File: src/rtl/pixel_color_gen_pkg.sv
// Shared types and constants for the sprite/background pixel colour source.
// Holds the colour and palette-index types plus frame/pipeline constants.
package pixel_pkg;

  typedef logic [23:0] color_t;
  typedef logic [3:0]  pal_idx_t;

  localparam int       V_ACTIVE        = 480;
  localparam pal_idx_t TRANSPARENT_IDX = 4'd0;
  localparam int       PIPE_LAT        = 2;

endpackage

File: src/rtl/pixel_color_gen_palette.sv
// Palette register file: DEPTH x 24-bit entries, one write port, one
// combinational read port; a same-cycle read of the written entry sees the old value.
module palette_regfile
  import pixel_pkg::*;
#(
  parameter int DEPTH = 16
) (
  input  logic                     clk_i,
  input  logic                     rst_i,
  input  logic                     we_i,
  input  logic [$clog2(DEPTH)-1:0] waddr_i,
  input  color_t                   wdata_i,
  input  logic [$clog2(DEPTH)-1:0] raddr_i,
  output color_t                   rdata_o
);

  color_t mem_q [DEPTH];

  always_ff @(posedge clk_i) begin
    if (rst_i) begin
      for (int i = 0; i < DEPTH; i++) begin
        mem_q[i] <= '0;
      end
    end else if (we_i) begin
      mem_q[waddr_i] <= wdata_i;
    end
  end

  // Read comes from the registered array, so a write only shows up after its edge.
  assign rdata_o = mem_q[raddr_i];

endmodule

File: src/rtl/pixel_color_gen.sv
// Composites one palette-indexed sprite over palette entry 0 with a fixed 2-cycle
// latency. Optional horizontal mirroring is enabled by defining SPRITE_MIRROR_EN.
module pixel_color_gen
  import pixel_pkg::*;
#(
  parameter int SPRITE_W  = 32,
  parameter int SPRITE_H  = 32,
  parameter int PAL_DEPTH = 16,
  parameter int V_ACTIVE  = 480
) (
  input  logic                         Clk,
  input  logic                         Reset,
  input  logic [9:0]                   DrawX,
  input  logic [9:0]                   DrawY,
  input  logic                         blank_n,
  input  logic [9:0]                   sprite_x,
  input  logic [9:0]                   sprite_y,
  input  logic                         sprite_update,
`ifdef SPRITE_MIRROR_EN
  input  logic                         sprite_mirror,
`endif
  input  logic                         pal_we,
  input  logic [$clog2(PAL_DEPTH)-1:0] pal_waddr,
  input  logic [23:0]                  pal_wdata,
  output logic [9:0]                   sprite_rom_addr,
  input  logic [$clog2(PAL_DEPTH)-1:0] sprite_rom_data,
  output logic [23:0]                  color,
  output logic [9:0]                   DrawX_out,
  output logic [9:0]                   DrawY_out
);

  localparam int XW    = $clog2(SPRITE_W);
  localparam int YW    = $clog2(SPRITE_H);
  localparam int IDX_W = $clog2(PAL_DEPTH);

  logic mirror_in;
`ifdef SPRITE_MIRROR_EN
  assign mirror_in = sprite_mirror;
`else
  assign mirror_in = 1'b0;
`endif

  // Double-buffered sprite position: pending captures updates, active is used for rendering
  logic [9:0] pend_x_q, pend_x_d, pend_y_q, pend_y_d;
  logic [9:0] act_x_q, act_x_d, act_y_q, act_y_d;
  logic       pend_m_q, pend_m_d, act_m_q, act_m_d;
  logic       pend_vld_q, pend_vld_d;
  logic       vblank_start;

  assign vblank_start = (DrawX == 10'd0) && (DrawY == 10'(V_ACTIVE));

  always_comb begin
    pend_x_d   = pend_x_q;
    pend_y_d   = pend_y_q;
    pend_m_d   = pend_m_q;
    pend_vld_d = pend_vld_q;
    act_x_d    = act_x_q;
    act_y_d    = act_y_q;
    act_m_d    = act_m_q;
    if (vblank_start) begin
      pend_vld_d = 1'b0;
      if (sprite_update) begin
        act_x_d = sprite_x;
        act_y_d = sprite_y;
        act_m_d = mirror_in;
      end else if (pend_vld_q) begin
        act_x_d = pend_x_q;
        act_y_d = pend_y_q;
        act_m_d = pend_m_q;
      end
    end else if (sprite_update) begin
      pend_x_d   = sprite_x;
      pend_y_d   = sprite_y;
      pend_m_d   = mirror_in;
      pend_vld_d = 1'b1;
    end
  end

  always_ff @(posedge Clk) begin
    if (Reset) begin
      pend_x_q   <= 10'h3FF;
      pend_y_q   <= 10'h3FF;
      pend_m_q   <= 1'b0;
      pend_vld_q <= 1'b0;
      act_x_q    <= 10'h3FF;
      act_y_q    <= 10'h3FF;
      act_m_q    <= 1'b0;
    end else begin
      pend_x_q   <= pend_x_d;
      pend_y_q   <= pend_y_d;
      pend_m_q   <= pend_m_d;
      pend_vld_q <= pend_vld_d;
      act_x_q    <= act_x_d;
      act_y_q    <= act_y_d;
      act_m_q    <= act_m_d;
    end
  end

  // Stage 0: signed offsets into the sprite, hit test and ROM address
  logic signed [10:0] dx_p0, dy_p0;
  logic               hit_p0;
  logic [XW-1:0]      col_p0;

  assign dx_p0  = $signed({1'b0, DrawX}) - $signed({1'b0, act_x_q});
  assign dy_p0  = $signed({1'b0, DrawY}) - $signed({1'b0, act_y_q});
  assign hit_p0 = !dx_p0[10] && (dx_p0[9:0] < 10'(SPRITE_W)) &&
                  !dy_p0[10] && (dy_p0[9:0] < 10'(SPRITE_H));
  // Power-of-two width makes SPRITE_W-1-dx a plain bit inversion.
  assign col_p0 = act_m_q ? ~dx_p0[XW-1:0] : dx_p0[XW-1:0];

  assign sprite_rom_addr = hit_p0 ? 10'({dy_p0[YW-1:0], col_p0}) : 10'd0;

  logic       vld_p1_q, hit_p1_q, blank_p1_q;
  logic [9:0] x_p1_q, y_p1_q;

  always_ff @(posedge Clk) begin
    if (Reset) begin
      vld_p1_q   <= 1'b0;
      hit_p1_q   <= 1'b0;
      blank_p1_q <= 1'b0;
      x_p1_q     <= '0;
      y_p1_q     <= '0;
    end else begin
      vld_p1_q   <= 1'b1;
      hit_p1_q   <= hit_p0;
      blank_p1_q <= blank_n;
      x_p1_q     <= DrawX;
      y_p1_q     <= DrawY;
    end
  end

  // Stage 1: ROM index arrives, palette lookup, blanking
  logic [IDX_W-1:0] idx_p1;
  color_t           pal_rdata_p1;
  color_t           color_d;

  assign idx_p1  = hit_p1_q ? sprite_rom_data : IDX_W'(TRANSPARENT_IDX);
  assign color_d = (vld_p1_q && blank_p1_q) ? pal_rdata_p1 : '0;

  palette_regfile #(
    .DEPTH (PAL_DEPTH)
  ) u_palette (
    .clk_i   (Clk),
    .rst_i   (Reset),
    .we_i    (pal_we),
    .waddr_i (pal_waddr),
    .wdata_i (pal_wdata),
    .raddr_i (idx_p1),
    .rdata_o (pal_rdata_p1)
  );

  color_t     color_p2_q;
  logic [9:0] x_p2_q, y_p2_q;

  always_ff @(posedge Clk) begin
    if (Reset) begin
      color_p2_q <= '0;
      x_p2_q     <= '0;
      y_p2_q     <= '0;
    end else begin
      color_p2_q <= color_d;
      x_p2_q     <= x_p1_q;
      y_p2_q     <= y_p1_q;
    end
  end

  assign color     = color_p2_q;
  assign DrawX_out = x_p2_q;
  assign DrawY_out = y_p2_q;

endmodule

File: config.mk
export PLATFORM = sky130hd
export DESIGN_NAME = pixel_color_gen
export DESIGN_NICKNAME = d
export VERILOG_FILES = /design/src/rtl/pixel_color_gen_pkg.sv /design/src/rtl/pixel_color_gen_palette.sv /design/src/rtl/pixel_color_gen.sv
export SDC_FILE = /design/constraint.sdc
export NUM_CORES = 1
export LEC_CHECK = 0
export CAP_MARGIN = 20
export CORE_UTILIZATION = 61
export CTS_BUF_LIST = sky130_fd_sc_hd__clkbuf_4 sky130_fd_sc_hd__clkbuf_8
export DETAILED_ROUTE_END_ITERATION = 10
export PLACE_DENSITY = 0.81
export SYNTH_ARGS = -nofsm -noshare
export SYNTH_HDL_FRONTEND = slang
export SYNTH_SLANG_ARGS = --single-unit
File: constraint.sdc
create_clock -name Clk -period 3.6 [get_ports Clk]
set_input_delay 0.36 -clock Clk [delete_from_list [all_inputs] [get_ports Clk]]
set_output_delay 0.36 -clock Clk [all_outputs]
set_load 0.05 [all_outputs]
# ---- Yosys cells after proc, flatten, opt, wreduce, memory -nomap -nowiden
# Memory sizes are Yosys's and may differ from the RTL's. A register that Yosys moved wholly into a read port is not among the register bits.
# Index checks and enable logic that the tools add are counted.
dict set report totals {
  reg_bits 85
  out_inout_bits 54
  ram_bits 384
  mem_count 1
}
# name words word_bits rd rd_ports_with_merged_regs write_ports line
set mem_list {}
lappend mem_list {u_palette.mem_q 16 24 1 1 16 pixel_color_gen_palette.sv:17} ;# color_t mem_q [DEPTH];
dict set report op_classes {
  n_bitwise 3
  n_mux 18
  n_lt_le_gt_ge 2
  n_eq_ne 1
  reduce_logical 14
  n_addsub 2
}
# operator n
set ops {}
lappend ops {{2-to-1 mux 10 bit} 5}
lappend ops {{2-to-1 mux 24 bit} 1}
lappend ops {{OR reduction 24 bit} 1}
lappend ops {{subtractor 10 x 10 -> 11 bit} 2}
lappend ops {{less-than comparator 10 x 6 -> 1 bit (second input constant)} 2}
lappend ops {{equality test 10 x 9 -> 1 bit (second input constant)} 1}
lappend ops {{zero test 10 bit} 1}
lappend ops {{2-to-1 mux 1 bit} 9}
lappend ops {{2-to-1 mux 4 bit} 2}
lappend ops {{logical AND 1 bit} 5}
lappend ops {{2-to-1 mux 5 bit} 1}
lappend ops {{inverter 5 bit} 1}
lappend ops {{AND reduction 2 bit} 2}
lappend ops {{OR reduction 2 bit} 2}
lappend ops {{zero test 1 bit} 2}
lappend ops {{inverter 1 bit} 2}
lappend ops {{nonzero test 2 bit} 1}

# ---- Logic depth before layout (Yosys ltp)
# Gate-level depths: netlist (run 1).
dict set report logic_depth {
  depth_word 6
  depth_mapped 11
  mapped_depth_nobuf 10
}

# ---- Modules after synthesis
# From an unflattened synthesis (run 1), not the netlist that was laid out.
dict set report unflattened {
  hier_cells 1569
  hier_area_um2 21842.2
}
# module instances seq_area_each_um2 cells_each area_each_um2
set by_module_without_submodules {}
lappend by_module_without_submodules {palette_regfile 1 11531.1 1070 17257.8}
lappend by_module_without_submodules {pixel_color_gen 1 2162.1 499 4584.4}

# ---- Worst setup path after synthesis (run 1)
# Ideal clock, no wire load.
dict set report synth_timing {
  path_type {input port to output port}
  startpoint {input port DrawX[0]}
  endpoint {output port sprite_rom_addr[9]}
  setup_slack_ps -137
  cell_stages 10
  t_arrival_ps 3377
  required_ps 3240
  path_buffers 0
  cell_sequence {inv_1 > ha_1 > inv_1 > fa_1 > a211oi_1 > nor2_1 > nor2_1 > mux2_2 > o2111ai_1 > nor4_1}
}
dict set report synth_via {
  elab_chain_cells 6
  elab_cells_between_ends 7
  classes_between {1 x add/sub; 1 x order compare; 1 x mux; 4 x reduce/logical}
}
# item line
set synth_lines {}
lappend synth_lines {{from (decl)} pixel_color_gen.sv:13} ;# input logic [9:0] DrawX,
lappend synth_lines {{subtractor 10 x 10 -> 11 bit *} pixel_color_gen.sv:104} ;# assign dx_p0 = $signed({1'b0, DrawX}) - $signed({1'b0, act_x_q});
lappend synth_lines {{less-than comparator 10 x 6 -> 1 bit or zero test 1 bit (tied branches)} pixel_color_gen.sv:106} ;# assign hit_p0 = !dx_p0[10] && (dx_p0[9:0] < 10'(SPRITE_W)) &&
lappend synth_lines {{logical AND 1 bit * (2 in series)} pixel_color_gen.sv:106}
lappend synth_lines {{logical AND 1 bit *} pixel_color_gen.sv:107} ;# !dy_p0[10] && (dy_p0[9:0] < 10'(SPRITE_H));
lappend synth_lines {{2-to-1 mux 10 bit *} pixel_color_gen.sv:111} ;# assign sprite_rom_addr = hit_p0 ? 10'({dy_p0[YW-1:0], col_p0}) : 10'd0;
lappend synth_lines {{to (decl)} pixel_color_gen.sv:25} ;# output logic [9:0] sprite_rom_addr,
# Mark *: on every way between the ends. The rest lies on a longest branch, timed or not.

# ---- Final worst setup path (run 1)
dict set report layout_timing {
  startpoint {register act_x_q[0]}
  endpoint {output port sprite_rom_addr[8]}
}
dict set report layout_via {
  elab_chain_cells 6
  elab_cells_between_ends 7
  classes_between {1 x add/sub; 1 x order compare; 1 x mux; 4 x reduce/logical}
}
# item line
set layout_lines {}
lappend layout_lines {{from (decl)} pixel_color_gen.sv:45} ;# logic [9:0] act_x_q, act_x_d, act_y_q, act_y_d;
lappend layout_lines {{from (signal assigned)} pixel_color_gen.sv:93} ;# act_x_q <= act_x_d;
lappend layout_lines {{subtractor 10 x 10 -> 11 bit *} pixel_color_gen.sv:104}
lappend layout_lines {{less-than comparator 10 x 6 -> 1 bit or zero test 1 bit (tied branches)} pixel_color_gen.sv:106}
lappend layout_lines {{logical AND 1 bit * (2 in series)} pixel_color_gen.sv:106}
lappend layout_lines {{logical AND 1 bit *} pixel_color_gen.sv:107}
lappend layout_lines {{2-to-1 mux 10 bit *} pixel_color_gen.sv:111}
# Marks and branches as above.

==> flow_summary.yaml, run 1 <==
status:
  status: "finished, final reports clean"
synthesis:
  synth_top_area_share_pct: 50.6
  synthFlopType: "edfxtp_1"
  synthesis.area_um2: 22800
  synthArstFlopShare_pct: 0
  synth-edff-count: 384
  ys_types: 59
  yosysMostFrequentCell: "and2_1"
  avgSynthCellArea_um2: 12.0
  synth_warnings: 0
  ys_seq_area_share_pct: 60.1
  syn_nets: 1991
  synthTopCellsByArea: "edfxtp_1, and2_1, dfxtp_1, mux2_2, a21oi_1"
  ys_ff_latch: 492
  synth_common_cells: "and2_1, edfxtp_1, a21oi_1"
  yosys.area.top_type: "edfxtp_1"
  synthCells: 1892
clocking:
  cts_buffers: 80
  clockRootBuffer: "clkbuf_8"
  cts.sinks: 492
  cts_buffer_depth: 3
  clkLatencyLatePin_ns: 0.65
  cts.clk_slew.worst_paths_ns: 0.06
  cts_tree: "done"
  postCtsHoldBufs: 0
  htree_levels: 3
final_layout:
  post-route-util_pct: 72.2
  final_cells: 2553
  fill_cells: 2437
  layout-drive-gt1-share_pct: 19.0
  antenna_cells: 0
  fin_nets: 2119
  area_delta_synth_final_pct: 16.2
  stdcell_area_um2: 26500
timing:
  setup_tns_ns: 0
  hold_viol_final: 0
  hold_slack_ns: 0.272
  fin_skew_ns: 0.0309
  rsz0062_at_grt: "yes"
  setup_viol: 0
  slew_violations: 0
  slew_headroom_pct: 28.1
  max_freq_mhz: 279
  fin_ws_ns: 0.0119
  final.min_clock_period_ns: 3.59
  tightest_slew_ns: 1.08
  fin_crit_sh_pct: 99.7
power_and_ir_drop:
  fin_total_pwr_mw: 12.2
  ir_drop_v: 0.000378
  p_per_area_nw_per_um2: 462
  p_leak_nw: 10.0
critical_path:
  start_kind: "register"
  crit_path_top_delay_cell: "fa_2"
  critPathKind: "register to output port"
  cp.required_ns: 3.24
  path_cells: "ha_4 > inv_2 > fa_2 > a211oi_2 > nor2_1 > nor2_2 > mux2_4 > o2111ai_4 > buf_8 > nor4_2 > buf_4"
  cp.arrival_ns: 3.23
  cp-end-kind: "output port"
  max_stage_delay_ns: 0.40
  crit_fanout: 6
die:
  dieArea_um2: 38200
  core-area_um2: 36700
  io_pins: 131
  rows: 70
  die_x_um: 195
  die_h_um: 195
  initial_core_util_pct: 62.1
min_path:
  hp-class: "input port to register"
place:
  place_inst: 2400
  dpl.hpwl_um: 35200
  numPortBuffers: 130
  dpl_cell_area_um2: 24600
  place_congestion: 0.903
  dp_worst_setup_slack_ns: 0.0796
route:
  first_pass_iters: 5
  post_drt_wl_per_cell_um: 22.6
  drc_errors: 0
  routed_wl_um: 57800
  vias: 15400
  ant_nets: 0
  drt-vias-per-instance: 6.04
  drt_iter0_markers: 1498
grt:
  grt_pass1_vias: 15600
  grtUsageTotal_pct: 30.6
  antenna_found_initial: 0
  overflow: 0
  grt_pass1_wl_um: 87900
  grt_max_degree: 97
run:
  drv_cap: 0
[state kept, by name, summed over array words and instances (netlist names)]
name,count
act_y_q,10
u_palette.mem_q,384
hit_p1_q,1
act_x_q,10
y_p1_q,10
vld_p1_q,1
DrawY_out,10
DrawX_out,10
blank_p1_q,1
pend_x_q,10
color,24
pend_y_q,10
x_p1_q,10
pend_vld_q,1
[what timing repair did]
action | in CTS | in global routing
pin swaps | 11 | 11
endpoints found under the setup margin | 10 | 10
gates cloned | 2 | 0
buffers inserted | 2 | 2
resized for setup | 16 | 35
[critical path: cells and delay by family (launching register included)]
| kind | cells | cell delay, ns |
|---|---|---|
| adders and majority gates | 2 | 0.54 |
| AOI/OAI and AO/OA | 2 | 0.43 |
| buffers and inverters | 3 | 0.50 |
| DFF | 1 | 0.38 |
| muxes | 1 | 0.20 |
| and+or+nand+nor | 3 | 0.54 |
[path summary, 6_finish.rpt]
path,start,endpoint,slack [ns],cells past startpoint
max,act_x_q[0]$_SDFFE_PP1P_,sprite_rom_addr[8],0.01,11
min,blank_n,blank_p1_q$_SDFF_PP0_,0.27,2
max reg2reg,act_x_q[1]$_SDFFE_PP1P_,hit_p1_q$_SDFF_PP0_,0.99,10
min reg2reg,y_p1_q[3]$_SDFF_PP0_,DrawY_out[3]$_SDFF_PP0_,0.44,1
[cells in the final DEF (no fill, tap or decap), drive strengths merged, types with 4 or more instances in the layout]
master,instances
edfxtp,384
nor2,98
nand2b,8
mux4,24
o211ai,45
or2,6
nor2b,68
dfxtp,108
a211oi,4
o21ai,72
and2,413
clkdlybuf4s50,116
buf,77
mux2i,46
mux2,97
nand2,72
clkinv,26
clkbuf,114
nor4,13
inv,39
a221oi,25
nor3,6
a21oi,130
nand3,25
ha,20
[logic make-up after synthesis]
logic type               synth area share [%]
XOR/XNOR                                0.192
adder cells (fa/ha/maj)                  1.27
multiplexers                             9.18
AO/OA/AOI/OAI                            7.90
AND/OR/NAND/NOR                          18.2
flip-flops                               60.1
buffers and inverters                    3.20
[per-layer routing]
metal / GRT usage (%) / routed length [µm]
met5: 0 / 0
met2: 49.9 / 27700
met4: 12.5 / 1900
met3: 5.46 / 4740
met1: 40.8 / 23400
[report_power, final]
part | leakage (nW) | internal, mW | total, mW | switching [mW]
clock network | 0.843 | 2.57 | 4.80 | 2.24
registers | 4.55 | 6.41 | 6.50 | 0.0861
logic | 4.64 | 0.359 | 0.920 | 0.561
[layout make-up]
type / instances / area (µm²) / area share, %
Sequential cell: 492 / 13700 / 51.7
Multi-Input combinational cell: 1218 / 8670 / 32.7
Timing Repair Buffer: 193 / 1800 / 6.79
Clock buffer: 114 / 1430 / 5.38
Tap cell: 468 / 586 / 2.21
Clock inverter: 33 / 171 / 0.647
Inverter: 35 / 131 / 0.496
Note: power is estimated with default switching activity, not from simulation.
==> run 2: changes to the inputs <==
- CELL_PAD_IN_SITES_DETAIL_PLACEMENT: default -> 1
- CELL_PAD_IN_SITES_GLOBAL_PLACEMENT: default -> 1
- CORE_MARGIN: default -> 5
- CORE_UTILIZATION: 61 -> 51
- GPL_TIMING_DRIVEN: default -> 0
- PLACE_DENSITY: 0.81 -> default
- PLACE_DENSITY_LB_ADDON: default -> 0.1
==> run 2 against run 1 <==
Net effect: sequential share of layout area fell by 1.7 points; register-to-register slack lost 0.63 ns; largest cell class unchanged; clock power grew 13%; total power increased by 5.5%; die area rose by 29%; worst setup slack worse by 0.062 ns; global-route usage fell by 2.9 points; the flow now finishes with violations (negative setup slack); non-clock buffer count is 111 higher; sequential power about the same; utilization down 10 points.
==> flow_summary.yaml, run 2 (synthesized netlist as in run 1, its figures left out) <==
place:
  place_inst: 2622
  place_congestion: 0.856
  dpl.hpwl_um: 48400
  numPortBuffers: 129
critical_path:
  cp-end-kind: "output port"
  rr_startpoint: "hit_p1_q$_SDFF_PP0_"
  r2r_slack_ns: 0.36
  crit_fanout: 5
  cp.required_ns: 3.24
  cp.arrival_ns: 3.29
  rr_worst_depth: 7
  crit_start: "DrawX[1]"
  critPathKind: "input port to output port"
  start_kind: "input port"
  reg2reg_to: "color[19]$_SDFF_PP0_"
grt:
  grt_busiest_layer: "met2"
  antenna_found_initial: 2
  met2_usage_pct: 48.2
  grt_max_degree: 25
  overflow: 0
  grtUsageTotal_pct: 27.8
  grt_pass1_wl_um: 104000
  use_met3_pct: 5.51
  use_met1_pct: 33.1
  grt_pass1_vias: 17600
power_and_ir_drop:
  p_per_area_nw_per_um2: 471
  fin_total_pwr_mw: 12.9
  p_leak_nw: 10.2
  ir_drop_v: 0.000451
clocking:
  cts_tree: "done"
  postCtsHoldBufs: 0
  cts.sinks: 492
  clkLatencyLatePin_ns: 0.67
  htree_levels: 3
  clockRootBuffer: "clkbuf_8"
  cts_buffer_depth: 3
  cts.clk_slew.worst_paths_ns: 0.06
  cts_buffers: 83
min_path:
  holdPathStages: 3
  min_to: "act_y_q[9]$_SDFFE_PP1P_"
  hp-class: "input port to register"
  min_from: "sprite_update"
timing:
  tightest_slew_ns: 1.05
  final.min_clock_period_ns: 3.65
  setup_viol: 6
  fin_ws_ns: -0.0496
  slew_violations: 0
  setup_tns_ns: -0.0848
  max_freq_mhz: 274
  rsz0062_at_grt: "yes"
  hold_viol_final: 0
  fin_skew_ns: 0.0181
  fin_crit_sh_pct: 101
  slew_headroom_pct: 29.7
die:
  die_h_um: 221
  die_x_um: 221
  core-area_um2: 44200
  initial_core_util_pct: 51.6
  dieArea_um2: 49000
  rows: 77
  io_pins: 131
route:
  vias: 16100
  post_drt_wl_per_cell_um: 24.9
  drc_errors: 0
  drt-vias-per-instance: 5.74
  ant_nets: 0
  drt_iter0_markers: 1167
  first_pass_iters: 5
  routed_wl_um: 69600
final_layout:
  multi_input_area_um2: 8780
  final-seq-area_um2: 13700
  largest-register: "u_palette.mem_q"
  fin_nets: 2232
  final_cells: 2796
  area_delta_synth_final_pct: 20.1
  layout_common_cells: "and2_1, edfxtp_1, a21oi_1"
  mostFrequentLayoutCell: "and2_1"
  layout-drive-gt1-share_pct: 17.2
  largest_register_ffs: 384
  fill_cells: 4419
status:
  status: "finished with violations"
  violations: "negative setup slack"
run:
  drv_cap: 0
[run 2: worst max path at each step]
stage / endpoint / cells past startpoint
2_1_floorplan: sprite_rom_addr[2] / 11
3_3_place_gp: u_palette.mem_q[10][4]$_SDFFCE_PN0P_ / 3
3_5_place_dp: sprite_rom_addr[6] / 13
4_1_cts: sprite_rom_addr[6] / 10
5_1_grt: sprite_rom_addr[6] / 11
6_report: sprite_rom_addr[1] / 11
[run 2: power by group]
group	leakage, nW	internal, mW	switching [mW]
logic	4.72	0.385	0.608
clock network	0.928	3.04	2.36
registers	4.55	6.41	0.0890
total	10.2	9.83	3.06
[run 2: timing repair]
action | 4_1_cts | 5_1_grt
endpoints found under the setup margin | 10 | 10
resized for setup | 131 | 15
buffers inserted | 9 | 5
pin swaps | 18 | 11
cloned | 3 | 0
[run 2: final cells by class]
type / count / share of cell area (%)
antenna: 3 / 0.0274
buffer: 147 / 2.21
clock buffer: 121 / 5.47
clock inverter: 32 / 1.05
inverter: 35 / 0.498
multi-input combinational: 1217 / 32.1
sequential: 492 / 50.1
tap: 592 / 2.71
timing repair buffer: 157 / 5.92
[run 2: per-layer routing]
| metal | vias to the layer above | share of wire (%) |
|---|---|---|
| met5 | - | 0 |
| li1 | 7230 | - |
| met1 | 8129 | 39 |
| met2 | 524 | 51 |
| met3 | 175 | 5.4 |
| met4 | 0 | 5.3 |
[run 2: metrics by stage]
| stage | util, % | cell area (µm²) | hold slack [ns] | setup WS [ns] |
|---|---|---|---|---|
| after floorplan | - | 22800 | 0.414 | 0.268 |
| after global placement | 56.2 | 24800 | 0.420 | -1.52 |
| after detailed placement | 56.7 | 25100 | 0.427 | -0.720 |
| after CTS | 61.6 | 27200 | 0.157 | -0.0943 |
| after global routing | 61.9 | 27400 | 0.226 | -0.155 |
| final | 61.9 | 27400 | 0.207 | -0.0496 |
[run 2: worst max-delay path, cell delays in order]
cell and delay (ns):
clkdlybuf4s50_1 0.69, ha_4 0.26, nor2b_4 0.13, o2111ai_4 0.21, a31oi_2 0.12, or3_1 0.41, a221o_1 0.42, buf_6 0.18
buf_6 0.11, nor4_4 0.17, buf_6 0.20
==> run 3: changes to the inputs <==
- CORE_UTILIZATION: 51 -> 55
- DONT_BUFFER_PORTS: default -> 1
- SYNTH_HIERARCHICAL: default -> 1
==> run 3 against run 2 <==
Net effect: the run still ends with negative setup slack left; worst setup slack got worse by 0.39 ns; first-iteration DRC count shrank 1.9%; count of clock-buffer cells in the layout fell by 1; largest cell class unchanged; sequential power increased by 0.8%; via count fell by 16%; non-clock buffer count shrank 114; total power is 5.2% lower; cell count fell by 17%; die area is 11% lower.
==> flow_summary.yaml, run 3 <==
synthesis:
  yosys.area.top_type: "edfxtp_1"
  synth_warnings: 6
  synth_common_cells: "and2_1, edfxtp_1, dfxtp_1"
  avgSynthCellArea_um2: 13.9
  yosysMostFrequentCell: "and2_1"
  synthFlopType: "edfxtp_1"
  synthTopCellsByArea: "edfxtp_1, and2_1, dfxtp_1, mux4_2, a22oi_1"
  synthCells: 1569
  ys_ff_latch: 492
  synth_top_area_share_pct: 52.8
  ys_seq_area_share_pct: 62.7
  ys_types: 64
  synthArstFlopShare_pct: 0
  synthesis.area_um2: 21800
  syn_nets: 1668
  synth-edff-count: 384
final_layout:
  mostFrequentLayoutCell: "and2_1"
  post-route-util_pct: 63.4
  layout_common_cells: "and2_1, edfxtp_1, dfxtp_1"
  stdcell_area_um2: 25100
  fin_nets: 1824
  layout-drive-gt1-share_pct: 17.8
  largest-register: "u_palette/mem_q"
  largest_register_ffs: 384
  area_delta_synth_final_pct: 14.8
route:
  post_drt_wl_per_cell_um: 25.9
  wl_met3_um: 4850
  vias: 13500
  ant_nets: 0
  routed_wl_um: 60000
  drt_iter0_markers: 1145
  drc_errors: 0
  route.met2.wl_um: 29400
  top_layer_used: "met5"
  drt-vias-per-instance: 5.82
  first_pass_iters: 5
  drt-met1-wl_um: 24300
timing:
  final.min_clock_period_ns: 4.04
  fin_ws_ns: -0.435
  max_freq_mhz: 248
  rsz0062_at_grt: "yes"
  slew_headroom_pct: 42.6
  slew_violations: 0
  fin_skew_ns: 0.0276
  setup_tns_ns: -3.85
  setup_viol: 10
  hold_viol_final: 0
  fin_crit_sh_pct: 112
  tightest_slew_ns: 0.862
clocking:
  cts_tree: "done"
  cts_buffer_depth: 3
  cts.clk_slew.worst_paths_ns: 0.06
  htree_levels: 3
  clkLatencyLatePin_ns: 0.65
  cts.sinks: 492
  cts_buffers: 80
  clockRootBuffer: "clkbuf_8"
die:
  io_pins: 131
  die_x_um: 209
  dieArea_um2: 43800
  core-area_um2: 39500
  initial_core_util_pct: 55.2
  die_h_um: 209
  rows: 73
place:
  numPortBuffers: 0
  dp_worst_setup_slack_ns: -0.185
  dpl_cell_area_um2: 22600
  place_congestion: 0.880
  dpl.hpwl_um: 41100
min_path:
  hp-class: "input port to register"
grt:
  grt_max_degree: 25
  grt_pass1_wl_um: 91300
  antenna_found_initial: 3
  grtUsageTotal_pct: 27.7
  overflow: 0
  grt_pass1_vias: 14700
critical_path:
  crit_fanout: 3
  cp-end-kind: "output port"
  start_kind: "register"
  cp.arrival_ns: 3.68
  critPathKind: "register to output port"
  cp.required_ns: 3.24
status:
  status: "finished with violations"
  violations: "negative setup slack"
power_and_ir_drop:
  p_per_area_nw_per_um2: 487
  p_leak_nw: 9.31
  ir_drop_v: 0.000323
run:
  drv_cap: 0
-- run 3: layout make-up --
cell class,count,area [µm²]
Antenna cell,2,5.00
Buffer,116,538
Clock buffer,120,1450
Clock inverter,23,193
Fill cell,3688,14500
Inverter,31,116
Multi-Input combinational cell,930,7680
Sequential cell,492,13700
Tap cell,525,657
Timing Repair Buffer,74,744
-- run 3: cells by family after synthesis --
group	synth area share (%)
AND/OR/NAND/NOR	18.0
flip-flops	62.7
buffers and inverters	2.90
multiplexers	11.0
AO/OA/AOI/OAI	3.86
adder cells (fa/ha/maj)	1.33
XOR/XNOR	0.281
-- run 3: power by group --
part           total, mW  switching (mW)  internal (mW)
Sequential          6.55           0.139           6.41
Combinational      0.646           0.399          0.247
Clock               5.02            2.23           2.79
Total               12.2            2.77           9.45
-- run 3: worst max-delay path, stage by stage, from the launching register on --
cell,delay [ns]
dfxtp_2,0.35
ha_4,0.14
inv_2,0.03
fa_2,0.33
a21o_1,0.21
a221oi_2,0.29
xor2_1,0.23
o2111ai_1,0.13
or4_4,0.46
buf_12,0.16
nor4b_4,0.68
-- run 3: metrics by stage --
step / hold slack (ns) / instances / total power, mW
final: 0.0430 / 2313 / 12.2
after global routing: 0.0470 / 2312 / 12.7
after CTS: 0.00175 / 2308 / 12.3
after detailed placement: 0.427 / 2095 / 7.21
after global placement: 0.419 / 2094 / 7.16
after floorplan: 0.414 / 1569 / 6.98
-- run 3: path summary, 6_finish.rpt --
kind         cells past startpoint                     from  slack, ns                      end
max                             10  act_y_q[0]$_SDFFE_PP1P_      -0.44       sprite_rom_addr[5]
min                              2              sprite_x[3]       0.04  act_x_q[3]$_SDFFE_PP1P_
max reg2reg                      7      hit_p1_q$_SDFF_PP0_       0.69     color[12]$_SDFF_PP0_
min reg2reg                      1     x_p1_q[7]$_SDFF_PP0_       0.44  DrawX_out[7]$_SDFF_PP0_
-- run 3: per-layer routing --
layer	global-route usage (%)	up-vias
li1	-	5988
met1	36.9	6919
met2	45.5	450
met3	7.04	101
met4	8.03	2
met5	0	-
-- run 3: timing repair --
item,4_1_cts,5_1_grt
hold buffers,66,0
hold endpoints to repair,204,0
gates resized for setup,21,16
setup endpoints to repair,10,10
pin swaps,16,15
buffers inserted,4,3
